===== config.mk =====
export PLATFORM = sky130hd
export DESIGN_NAME = wave_seq_ctrl_flat
export DESIGN_NICKNAME = d
export VERILOG_FILES = /design/src/rtl/wave_seq_ctrl_pkg.sv /design/src/rtl/wave_seq_ctrl_if.sv /design/src/rtl/wave_seq_ctrl_sample_tick.sv /design/src/rtl/wave_seq_ctrl.sv /design/src/flat_wrapper.sv
export SDC_FILE = /design/constraint.sdc
export NUM_CORES = 1
export LEC_CHECK = 0
export ABC_AREA = 1
export BUFFER_PORTS_ARGS = -buffer_cell sky130_fd_sc_hd__buf_2
export CORE_UTILIZATION = 45
export CTS_BUF_LIST = sky130_fd_sc_hd__clkbuf_8
export DETAILED_ROUTE_END_ITERATION = 8
export PLACE_DENSITY = 0.72
export SLEW_MARGIN = 20
export SYNTH_ARGS = -nofsm -noshare
export SYNTH_HDL_FRONTEND = slang
export SYNTH_SLANG_ARGS = --single-unit

===== constraint.sdc =====
create_clock -name clk -period 2.1 [get_ports clk]
set_input_delay 0 -clock clk [delete_from_list [all_inputs] [get_ports clk]]
set_output_delay 0 -clock clk [all_outputs]
set_load 0.02 [all_outputs]

===== src/rtl/wave_seq_ctrl_pkg.sv =====
// Shared types and helpers for the waveform sample-address sequencer.
package wave_seq_pkg;

  localparam int ADDR_W = 12;

  typedef enum logic {
    IDLE = 1'b0,
    RUN  = 1'b1
  } state_t;

  // Ceiling log2; returns 0 for value <= 1.
  function automatic int clogb2(input int value);
    int v;
    int r;
    v = value - 1;
    r = 0;
    for (int i = 0; i < 32; i++) begin
      if (v > 0) begin
        r = r + 1;
        v = v >> 1;
      end
    end
    return r;
  endfunction

endpackage


===== src/rtl/wave_seq_ctrl_if.sv =====
// Control/status bundle between the register block (master) and the sequencer (slave).
interface wave_seq_ctrl_if #(
  parameter int DIV_W = 16,
  parameter int CNT_W = 8
);
  import wave_seq_pkg::*;

  // start/stop are levels sampled on every clk edge; there is no handshake back.
  // sample_en, period_end and done are single-cycle pulses; busy is a level.
  logic              start;
  logic              stop;
  logic [DIV_W-1:0]  div;
  logic [CNT_W-1:0]  periods;
  logic [ADDR_W-1:0] address;
  logic              sample_en;
  logic              period_end;
  logic              busy;
  logic              done;
  state_t            state;

  modport master (
    output start, stop, div, periods,
    input  address, sample_en, period_end, busy, done, state
  );

  modport slave (
    input  start, stop, div, periods,
    output address, sample_en, period_end, busy, done, state
  );

endinterface


===== src/rtl/wave_seq_ctrl_sample_tick.sv =====
// Loadable rate divider: tick is asserted while enabled and the count has reached zero.
module sample_tick #(
  parameter int DIV_W = 16
) (
  input  logic             clk,
  input  logic             rst,
  input  logic             load,
  input  logic [DIV_W-1:0] value,
  input  logic             enable,
  output logic             tick
);

  localparam logic [DIV_W-1:0] ONE = DIV_W'(1);

  logic [DIV_W-1:0] count;

  assign tick = enable && (count == '0);

  always_ff @(posedge clk or posedge rst) begin
    if (rst) begin
      count <= '0;
    end else if (load) begin
      count <= value;
    end else if (enable) begin
      count <= (count == '0) ? value : count - ONE;
    end
  end

endmodule


===== src/rtl/wave_seq_ctrl.sv =====
// Waveform sample-address sequencer: modulo-N address, paced by a divider, for a set number of periods.
module wave_seq_ctrl
  import wave_seq_pkg::*;
#(
  parameter int N     = 3,
  parameter int DIV_W = 16,
  parameter int CNT_W = 8
) (
  input logic           clk,
  input logic           rst,
  wave_seq_ctrl_if.slave bus
);

  localparam int               AW    = (clogb2(N) < 1) ? 1 : clogb2(N);
  localparam logic [AW-1:0]    LAST  = AW'(N - 1);
  localparam logic [AW-1:0]    ONE_A = AW'(1);
  localparam logic [CNT_W-1:0] ONE_C = CNT_W'(1);

  state_t           state, state_d;
  logic [AW-1:0]    addr_q, addr_d;
  logic [CNT_W-1:0] pcnt_q, pcnt_d;
  logic [CNT_W-1:0] per_q;
  logic [DIV_W-1:0] div_q;
  logic             se_q, se_d, pe_q, pe_d, busy_q, busy_d, done_q, done_d;
  logic             accept, tick, wrap, finish;

  assign accept = (state == IDLE) && bus.start && !bus.stop;
  assign wrap   = tick && (addr_q == LAST);
  assign finish = wrap && (per_q != '0) && ((pcnt_q + ONE_C) == per_q);

  // The load value comes straight from the port at start; reloads use the latched copy.
  sample_tick #(.DIV_W(DIV_W)) u_tick (
    .clk    (clk),
    .rst    (rst),
    .load   (accept),
    .value  (accept ? bus.div : div_q),
    .enable (state == RUN),
    .tick   (tick)
  );

  always_ff @(posedge clk or posedge rst) begin
    if (rst) begin
      state  <= IDLE;
      addr_q <= '0;
      pcnt_q <= '0;
      per_q  <= '0;
      div_q  <= '0;
      se_q   <= 1'b0;
      pe_q   <= 1'b0;
      busy_q <= 1'b0;
      done_q <= 1'b0;
    end else begin
      state  <= state_d;
      addr_q <= addr_d;
      pcnt_q <= pcnt_d;
      se_q   <= se_d;
      pe_q   <= pe_d;
      busy_q <= busy_d;
      done_q <= done_d;
      if (accept) begin
        div_q <= bus.div;
        per_q <= bus.periods;
      end
    end
  end

  always_comb begin
    state_d = state;
    case (state)
      IDLE:    if (accept) state_d = RUN;
      RUN:     if (bus.stop || finish) state_d = IDLE;
      default: state_d = IDLE;
    endcase
  end

  // stop outranks a coincident tick, so it is tested first.
  always_comb begin
    addr_d = addr_q;
    pcnt_d = pcnt_q;
    busy_d = busy_q;
    se_d   = 1'b0;
    pe_d   = 1'b0;
    done_d = 1'b0;
    if (state == IDLE) begin
      addr_d = '0;
      busy_d = accept;
      if (accept) pcnt_d = '0;
    end else if (bus.stop) begin
      addr_d = '0;
      busy_d = 1'b0;
    end else if (tick) begin
      se_d   = 1'b1;
      addr_d = wrap ? '0 : addr_q + ONE_A;
      if (wrap) begin
        pe_d = 1'b1;
        if (pcnt_q != '1) pcnt_d = pcnt_q + ONE_C;
      end
      if (finish) begin
        done_d = 1'b1;
        busy_d = 1'b0;
        addr_d = '0;
      end
    end
  end

  assign bus.address    = ADDR_W'(addr_q);
  assign bus.sample_en  = se_q;
  assign bus.period_end = pe_q;
  assign bus.busy       = busy_q;
  assign bus.done       = done_q;
  assign bus.state      = state;

endmodule


===== src/flat_wrapper.sv =====
// flat-port wrapper written by rule: the top's interface ports become plain ports
module wave_seq_ctrl_flat import wave_seq_pkg::*;
#(
  parameter int N     = 3,
  parameter int DIV_W = 16,
  parameter int CNT_W = 8
)
  (clk, rst, bus_start, bus_stop, bus_div, bus_periods, bus_address, bus_sample_en, bus_period_end, bus_busy, bus_done, bus_state);
  wave_seq_ctrl_if #(.DIV_W(DIV_W), .CNT_W(CNT_W)) bus_i ();
  input logic clk;
  input logic rst;
  input wire logic [$bits(bus_i.start)-1:0] bus_start;
  input wire logic [$bits(bus_i.stop)-1:0] bus_stop;
  input wire logic [$bits(bus_i.div)-1:0] bus_div;
  input wire logic [$bits(bus_i.periods)-1:0] bus_periods;
  output wire logic [$bits(bus_i.address)-1:0] bus_address;
  output wire logic [$bits(bus_i.sample_en)-1:0] bus_sample_en;
  output wire logic [$bits(bus_i.period_end)-1:0] bus_period_end;
  output wire logic [$bits(bus_i.busy)-1:0] bus_busy;
  output wire logic [$bits(bus_i.done)-1:0] bus_done;
  output wire logic [$bits(bus_i.state)-1:0] bus_state;
  assign bus_i.start = bus_start;
  assign bus_i.stop = bus_stop;
  assign bus_i.div = bus_div;
  assign bus_i.periods = bus_periods;
  assign bus_address = bus_i.address;
  assign bus_sample_en = bus_i.sample_en;
  assign bus_period_end = bus_i.period_end;
  assign bus_busy = bus_i.busy;
  assign bus_done = bus_i.done;
  assign bus_state = bus_i.state;
  wave_seq_ctrl #(.N(N), .DIV_W(DIV_W), .CNT_W(CNT_W)) u_core (.clk(clk), .rst(rst), .bus(bus_i));
endmodule

==> results of run 1 <==
==> final cells by class <==
class	instances	area (µm²)	area share, %
clock inverters	2	35.0	0.923
well taps	96	120	3.16
flip-flops and latches	55	1380	36.3
multi-input cells	325	1530	40.4
inverters	52	200	5.27
repair buffers	63	448	11.8
clock buffers	6	82.6	2.17
==> state kept, by name, indices dropped and copies added (netlist names) <==
register and count:
u_core.u_tick.count 16, u_core.bus.period_end 1, u_core.bus.done 1, u_core.per_q 8, u_core.bus.sample_en 1, u_core.bus.busy 1, u_core.addr_q 2, u_core.div_q 16
u_core.bus.state 1, u_core.pcnt_q 8
==> tightest hold or removal path: stages <==
cell and delay, ns:
buf_2 0.09, inv_1 0.04, o21a_1 0.13, inv_1 0.04
==> per-layer routing <==
layer	up-vias	share of wire, %	GRT usage, %
met5	-	0	0
met4	0	1.2	5.45
met3	11	2.9	3.33
met2	62	50	39.0
met1	1371	46	26.7
li1	1512	-	-
==> power breakdown <==
| group | internal (mW) | switching (mW) |
|---|---|---|
| combinational | 0.379 | 0.555 |
| sequential | 1.29 | 0.217 |
| clock | 0.387 | 0.355 |
| total | 2.05 | 1.13 |
==> final timing paths <==
| check | to | cells past startpoint |
|---|---|---|
| worst min register to register | u_core.div_q[7] | 2 |
| max in group asynchronous | u_core.u_tick.count[5] | 4 |
| worst min-delay path | u_core.div_q[14] | 4 |
| worst max register to register | u_core.pcnt_q[0] | 10 |
| min in group asynchronous | u_core.per_q[6] | 3 |
| worst max-delay path | u_core.pcnt_q[0] | 10 |
==> timing repair <==
action                                  4_1_cts  5_1_grt
hold endpoints to repair                     43        0
endpoints found under the setup margin        0        7
gates resized for setup                       0        2
hold buffers                                 24        0
==> cell usage in the layout, fill, tap and decap left out, types with 9 or more instances in the layout <==
cell / n
nand2_1: 127
dfrtp_1: 54
nor2_1: 52
inv_1: 42
buf_2: 34
nand3_1: 29
dlygate4sd3_1: 24
o21ai_1: 23
o21ai_0: 23
a21oi_1: 15
conb_1: 10
inv_2: 9
==> cells by family after synthesis <==
group	synth area share, %
and+or+nand+nor	31.0
AOI/OAI and AO/OA	12.2
buffers and inverters	10.8
other	0.116
DFF	42.7
adders and majority gates	1.17
xor gates and xnor gates	1.90
==> impl_metrics.ini, run 1 <==
[synthesis]
ys.warnings.count = 0
yosysTopAreaCellShare_pct = 42.7
synth_cells = 445
synth_edf_count = 0
synth_flop_cell = dfrtp_1
synth-seq-cells = 55
seq_area_frac_synth_pct = 42.7
yosys-top-cells-area = dfrtp_1 43%, nand2_1 15%, nor2_1 6.1%, inv_1 5.0%, nand3_1 4.5%
syn-cell-area_mm2 = 0.00322
synth_common_cells = 127 x nand2_1, 55 x dfrtp_1, 52 x nor2_1
yosys.area.top_type = dfrtp_1
synth.most_common_cell = nand2_1
async_reset_ff_share_pct = 100
synth.distinct_cells = 35
avgSynthCellArea_um2 = 7.24

[cts]
worstSkewPairLatency_ns = 0.32
cts.path.max_buffers = 2
cts_tree = built
h-tree-depth = 2
cts_made_buffers = 5
postCtsSetupBuffers = 0
clockRootBuffer = clkbuf_8
cts_sinks = 55
clkTransAtPathRegs_ns = 0.11

[detailed_routing]
drt-initial-drc-count = 127
vias = 2956
avgViaCountPerCell = 4.93
routed_wl_um = 7570
antenna_left = 0
drc = 0
routedWlPerCell_um = 12.6
drt-pass1-iter-count = 4

[worst_setup_path]
critPathMaxFanout = 15
worstPathArrival_ns = 2.10
reg2reg_slack_ns = 0.25
r2r-start = u_core.u_tick.count[0]
crit_required_ns = 2.35
crit_family = simple AND/OR/NAND/NOR gates
critPathBufInv = 2
cpPeakStageDelay_ns = 0.39
startpoint = u_core.u_tick.count[0]
cp_cell_sequence = inv_1, ha_1, nand3_1, nor2_1, nand2_4, clkinv_4, nand4_4, nand2_4, nand3_1, o21ai_1
setup.worst_path.start_class = flop
crit_type = flop to flop
slowest_stage = dfrtp_1
end_kind = flop

[floorplanning]
core-area_mm2 = 0.00687
top_level_ports = 45
die_width_um = 86.6
dieArea_mm2 = 0.00750
num_rows = 30
initial_core_util_pct = 46.9
die_h_um = 86.6

[placement]
dpl-instance-area_mm2 = 0.00343
dpl_worst_slack_ns = 0.211
globalplace.congestion = 0.923
hpwl_um = 5440
placedCellCount = 567
port_buffers = 34

[timing]
skew_ns = 0.0131
fin_ws_ns = 0.247
rsz0062_at_grt = false
final_hold_viol_count = 0
holdWs_ns = 0.0262
fin_crit_ns = 1.85
final.setup.tns_ns = 0
period_share_pct = 88.3
max_freq_ghz = 0.540
setup_violations = 0
slew_viol_final = 0

[min_path]
hold_class = input port to flop
min-delay-start = bus_div[14]

[finish]
syn_to_final_growth_pct = 17.9
fin_area_mm2 = 0.00380
final_core_util_pct = 55.3
layout-drive-gt1-share_pct = 13.9
nets = 533
nFillCells = 655
final_cells = 599
num_antenna_cells = 0

[power_and_ir_drop]
power_density_mw_per_mm2 = 837
peakVddDrop_mv = 0.334
power.static_leakage_nw = 1.87
p_total_mw = 3.18

[global_route]
grt_max_degree = 25
grt_pass1_vias = 2832
grt_pass1_wl_um = 12600
antenna_found_initial = 0
overflow = 0
grt_usage_pct = 21.5

[run]
drv_cap = 0

[run_status]
outcome = finished clean
Note: power is estimated with default switching activity, not from simulation.
==> inputs of run 2 (changes only) <==
==> constraint.sdc (replaced) <==
create_clock -name clk -period 2.1 [get_ports clk]
set_input_delay 0.105 -clock clk [delete_from_list [all_inputs] [get_ports clk]]
set_output_delay 0.105 -clock clk [all_outputs]
set_load 0.02 [all_outputs]
==> run 2 against run 1 <==
Count of clock-buffer cells in the layout is the same. Design area down 4.7%. Register-to-register slack about the same. First-iteration DRC count increased by 11%. Combinational power is 2.8% lower. Sequential share of layout area increased by 1.8 points. Fmax increased by 0.61%. Clock skew decreased by 0.0040 ns. Worst hold slack worse by 0.019 ns. Wire length is 1.4% lower. Global-route usage down 0.12 points. Critical path type unchanged.
==> impl_metrics.ini, run 2 (same netlist as run 1, synthesis figures left out) <==
[run_status]
outcome = finished clean

[timing]
final_hold_viol_count = 0
fin_crit_ns = 1.84
max_freq_ghz = 0.543
final.setup.tns_ns = 0
rsz0062_at_grt = false
slew_viol_final = 0
period_share_pct = 87.7
skew_ns = 0.00903
setup_violations = 0

[placement]
globalplace.congestion = 0.923
port_buffers = 34
placedCellCount = 567
hpwl_um = 5440

[cts]
postCtsSetupBuffers = 0
clkTransAtPathRegs_ns = 0.10
clockRootBuffer = clkbuf_8
cts_tree = built
cts_made_buffers = 5
cts_sinks = 55
worstSkewPairLatency_ns = 0.31
cts.path.max_buffers = 2
h-tree-depth = 2

[power_and_ir_drop]
power_density_mw_per_mm2 = 870
combPwrFrac_pct = 28.8
pwr-share-seq_pct = 47.7
peakVddDrop_mv = 0.333
p_int_mw = 2.03
clock_power_share_pct = 23.5
switching_share_pct = 35.6
power.static_leakage_nw = 1.80
switchingPower_mw = 1.12

[global_route]
grt_pass1_wl_um = 12500
overflow = 0
antenna_found_initial = 0
grt_max_degree = 25
grt_usage_pct = 21.4
grt_pass1_vias = 2790

[detailed_routing]
routedWlPerCell_um = 12.8
route.met3.wl_um = 242
drt-initial-drc-count = 141
antenna_left = 0
drt-pass1-iter-count = 4
drc = 0
routed_wl_um = 7460
vias = 2909
highest_layer = met4
avgViaCountPerCell = 5.01
met1_length_um = 3410
routed-wl-met2_um = 3740

[worst_setup_path]
end_kind = flop
crit_type = flop to flop
r2r-start = u_core.u_tick.count[0]
critPathMaxFanout = 15
crit_required_ns = 2.35
crit_family = simple AND/OR/NAND/NOR gates
slowest_stage = dfrtp_1
cp_cell_sequence = inv_1, ha_1, nand3_1, nor2_1, nand2_4, clkinv_4, nand4_4, nand2_4, nand3_1, o21ai_1
worstPathArrival_ns = 2.09
startpoint = u_core.u_tick.count[0]
setup.worst_path.start_class = flop
critPathBufInv = 2
cpPeakStageDelay_ns = 0.39

[finish]
area.sequential_mm2 = 0.00138
syn_to_final_growth_pct = 12.4
nFillCells = 670
final_core_util_pct = 52.7
multi_input_area_mm2 = 0.00154
final_cells = 581
layout_commonest_cell = nand2_1
final_cell_mix = 127 x nand2_1, 55 x dfrtp_1, 51 x nor2_1
nets = 515
num_antenna_cells = 0
reg_top3 = u_core.div_q: 16 flops, u_core.u_tick.count: 16 flops
layout-drive-gt1-share_pct = 14.4

[floorplanning]
top_level_ports = 45
dieArea_mm2 = 0.00750
die_width_um = 86.6
num_rows = 30
core-area_mm2 = 0.00687
die_h_um = 86.6
initial_core_util_pct = 46.9

[min_path]
hold_class = input port to flop
min-delay-start = bus_periods[1]

[run]
drv_cap = 0
[run 2: cell types whose count changed in the layout (fill, tap and decap cells not counted), sizes merged]
cell / before / now
dlygate4sd3: 24 / 6
[run 2: repair_timing]
action / in CTS / in global routing
endpoints found under the setup margin: 0 / 8
endpoints found under the hold margin: 18 / 0
hold buffers: 6 / 0
resized for setup: 0 / 2
[run 2: per-stage QoR]
step | power [mW] | cell area (µm²) | hold slack, ns | setup slack (ns)
floorplan | 2.19 | 3250 | 0.222 | 0.490
global placement | 2.38 | 3430 | 0.0682 | 0.282
detailed placement | 2.41 | 3430 | 0.0796 | 0.211
CTS | 3.15 | 3610 | 0.000911 | 0.178
global route | 3.37 | 3620 | 0.0137 | 0.0361
finish | 3.15 | 3620 | 0.00682 | 0.258
[run 2: worst paths after layout]
path | to | slack, ns | cells past startpoint
worst max-delay path | u_core.pcnt_q[0] | 0.26 | 10
worst min-delay path | u_core.per_q[1] | 0.007 | 3
worst max register to register | u_core.pcnt_q[0] | 0.26 | 10
worst min register to register | u_core.div_q[7] | 0.49 | 2
max in group asynchronous | u_core.u_tick.count[5] | 1.23 | 4
min in group asynchronous | u_core.per_q[6] | 0.28 | 3
[run 2: final cells by class]
class	instances	area share, %
inverters	52	5.53
multi-input cells	325	42.5
repair buffers	45	7.40
well taps	96	3.32
clock buffers	6	2.28
flip-flops and latches	55	38.0
clock inverters	2	0.968
[run 2: layer usage]
metal  GRT usage [%]  up-vias
met5               0        -
met4            5.00        0
met3            3.33        9
met2            39.0       57
met1            26.4     1364
li1                -     1479
[run 2: power by group through the flow]
stage | sequential (mW) | combinational (mW) | clock (mW)
2_1_floorplan | 1.46 | 0.724 | 0
3_3_place_gp | 1.51 | 0.874 | 0
3_5_place_dp | 1.52 | 0.896 | 0
4_1_cts | 1.50 | 0.907 | 0.744
5_1_grt | 1.53 | 1.05 | 0.779
6_report | 1.50 | 0.908 | 0.739
[run 2: tightest hold or removal path: cells and delay by family]
family,cells,cell delay (ns)
buffers and inverters,1,0.08
AO/OA/AOI/OAI,1,0.06
AND/OR/NAND/NOR,1,0.04
==> inputs of run 3 (changes only) <==
CORE_UTILIZATION = 50   (was 45)
GPL_TIMING_DRIVEN = 0   (was unset)
PLACE_DENSITY = 0.78   (was 0.72)
SYNTH_HIERARCHICAL = 1   (was unset)
==> run 3 against run 2 <==
The run now ends with design-rule violations, negative setup slack left. Clock skew increased by 0.0010 ns. Non-clock buffer count increased by 28. Power increased by 17%. Cell count increased by 7.4%. Wire length increased by 11%. Sequential cell count unchanged. Count of clock-buffer cells in the layout decreased by 1. Fmax decreased by 15%. Design area increased by 11%. Critical path depth increased by 5. Critical path type unchanged. Highest routed layer unchanged.
==> impl_metrics.ini, run 3 <==
[floorplanning]
die_width_um = 83.8
initial_core_util_pct = 52.1
num_rows = 29
dieArea_mm2 = 0.00702
top_level_ports = 45
core-area_mm2 = 0.00642
die_h_um = 83.8

[power_and_ir_drop]
switching_share_pct = 41.7
p_int_mw = 2.15
peakVddDrop_mv = 0.570
power.static_leakage_nw = 2.14
switchingPower_mw = 1.54
clock_power_share_pct = 15.2
pwr-share-seq_pct = 42.2
power_density_mw_per_mm2 = 917
combPwrFrac_pct = 42.6

[finish]
nets = 577
num_antenna_cells = 0
final_cells = 624
layout_commonest_cell = nand2_1
reg_top3 = u_core/div_q: 16 flops, u_core/u_tick/count: 16 flops
final_cell_mix = 178 x nand2_1, 56 x inv_1, 54 x dfrtp_1
layout-drive-gt1-share_pct = 23.0
syn_to_final_growth_pct = 20.5

[synthesis]
synth.most_common_cell = nand2_1
yosys.area.top_type = dfrtp_1
synth-seq-cells = 55
async_reset_ff_share_pct = 100
seq_area_frac_synth_pct = 41.1
ys.warnings.count = 6
synth_flop_cell = dfrtp_1
synth_edf_count = 0
syn-cell-area_mm2 = 0.00335
synth_common_cells = 181 x nand2_1, 59 x inv_1, 55 x dfrtp_1
yosysTopAreaCellShare_pct = 41.1
synth_cells = 475
synth.distinct_cells = 35
avgSynthCellArea_um2 = 7.04
yosys-top-cells-area = dfrtp_1 41%, nand2_1 20%, nand3_1 7.5%, inv_1 6.6%, nor2_1 3.9%

[placement]
dpl_worst_slack_ns = -0.409
hpwl_um = 5950
globalplace.congestion = 0.922
port_buffers = 34
placedCellCount = 596

[detailed_routing]
avgViaCountPerCell = 5.12
routed_wl_um = 8290
routedWlPerCell_um = 13.3
drt-pass1-iter-count = 7
drc = 7
drt-initial-drc-count = 177
antenna_left = 0
vias = 3193

[worst_setup_path]
r2r-start = u_core/u_tick/count[0]
cp.depth = 15
r2r-end = u_core/bus.busy
startpoint = u_core/u_tick/count[0]
worstPathArrival_ns = 2.36
critPathMaxFanout = 3
r2r_cells = 15
setup.worst_path.start_class = flop
crit_family = simple AND/OR/NAND/NOR gates
reg2reg_slack_ns = -0.07
cpPeakStageDelay_ns = 0.41
crit_required_ns = 2.30
end_kind = flop
slowest_stage = dfrtp_1
cp_cell_sequence = inv_2, ha_4, nand2_4, nor2_4, nand4_1, nor3b_2, nand2_1, nor2_4, nand3_2, nor2_1, nand3_1, nor2_1, nand3_1, nand3_1, nand2_1
crit_type = flop to flop
critPathMostFrequentCell = nand3_1
critPathBufInv = 1
crit_path_end = u_core/bus.busy

[cts]
worstSkewPairLatency_ns = 0.31
h-tree-depth = 2
cts.path.max_buffers = 2
cts_tree = built
clkTransAtPathRegs_ns = 0.10
cts_made_buffers = 5
clockRootBuffer = clkbuf_8
cts_sinks = 55

[global_route]
overflow = 0
use_met2_pct = 46.2
grtUsageMet1_pct = 28.9
grt_pass1_vias = 3112
antenna_found_initial = 0
grt_usage_pct = 24.9
grtUsageMet3_pct = 3.46
grt_max_degree = 35
grt.busiest_layer = met2
grt_pass1_wl_um = 13800

[run_status]
violations = design-rule violations, negative setup slack
outcome = finished with violations

[timing]
fin_crit_ns = 2.17
fin_ws_ns = -0.0684
slew_headroom_pct = 56.4
slew_viol_final = 0
setup_violations = 6
period_share_pct = 103
skew_ns = 0.0101
worst_pin_slew_ns = 0.653
max_freq_ghz = 0.461
final_hold_viol_count = 0
rsz0062_at_grt = true

[min_path]
hold_class = input port to flop

[run]
drv_cap = 0
-- run 3: area by class of cell --
class	instances	area [µm²]
Fill cell	555	2390
Multi-Input combinational cell	349	1750
Sequential cell	55	1380
Timing Repair Buffer	55	357
Inverter	62	235
Buffer	18	130
Tap cell	77	96.3
Clock buffer	5	68.8
Clock inverter	3	12.5
-- run 3: metrics by stage --
stage	hold slack [ns]	cell area [µm²]	TNS [ns]	utilization, %	power (mW)
final	0.00693	4030	-0.165	62.8	3.70
after global routing	0.00871	4030	-1.67	62.8	3.99
after CTS	0.00107	3930	-0.166	61.2	3.59
after detailed placement	0.0239	3680	-9.35	57.2	2.85
after global placement	0.238	3660	-7.95	56.9	2.80
after floorplan	0.0187	3390	0	-	2.54
-- run 3: worst min path at each step --
stage / from / to / slack, ns / cells after the start
6_report: bus_periods[2] / u_core/per_q[2] / 0.007 / 3
5_1_grt: bus_periods[1] / u_core/per_q[1] / 0.009 / 3
4_1_cts: bus_periods[5] / u_core/per_q[5] / 0.001 / 3
3_5_place_dp: rst / u_core/addr_q[0] / 0.02 / 2
3_3_place_gp: rst / u_core/u_tick/count[12] / 0.24 / 2
2_1_floorplan: rst / u_core/u_tick/count[0] / 0.02 / 1
-- run 3: cells by family (layout without fill, tap and decap cells) --
logic type | count (synthesis) | count (layout) | share of synthesized area [%]
xor gates and xnor gates | 6 | 6 | 1.57
and+or+nand+nor | 303 | 303 | 40.4
DFF | 55 | 55 | 41.1
adders and majority gates | 3 | 3 | 1.12
buffers and inverters | 80 | 143 | 10.7
other | 1 | 10 | 0.112
AOI/OAI and AO/OA | 27 | 27 | 4.97
-- run 3: per-layer routing --
metal	vias up	part of all wire, %
met3	11	3.6
li1	1596	-
met2	67	54
met4	0	1.6
met5	-	0
met1	1519	41
-- run 3: worst reg2reg max path, stage by stage, from the launching register on --
cell and delay [ns]:
dfrtp_1 0.41, inv_2 0.10, ha_4 0.15, nand2_4 0.06, nor2_4 0.08, nand4_1 0.11
nor3b_2 0.25, nand2_1 0.14, nor2_4 0.16, nand3_2 0.09, nor2_1 0.10, nand3_1 0.10
nor2_1 0.09, nand3_1 0.10, nand3_1 0.09, nand2_1 0.05
-- run 3: timing repair --
item / in CTS / in global routing
pin swaps: 10 / 8
gates cloned: 0 / 0
buffers inserted: 11 / 4
gates resized for setup: 14 / 19
endpoints found under the hold margin: 59 / 0
setup endpoints to repair: 27 / 24
hold buffers: 5 / 0
-- run 3: power groups by stage --
| stage | Clock [mW] | Sequential (mW) | Combinational [mW] |
|---|---|---|---|
| 2_1_floorplan | 0 | 1.50 | 1.04 |
| 3_3_place_gp | 0 | 1.56 | 1.24 |
| 3_5_place_dp | 0 | 1.57 | 1.29 |
| 4_1_cts | 0.583 | 1.55 | 1.46 |
| 5_1_grt | 0.622 | 1.59 | 1.77 |
| 6_report | 0.562 | 1.56 | 1.57 |
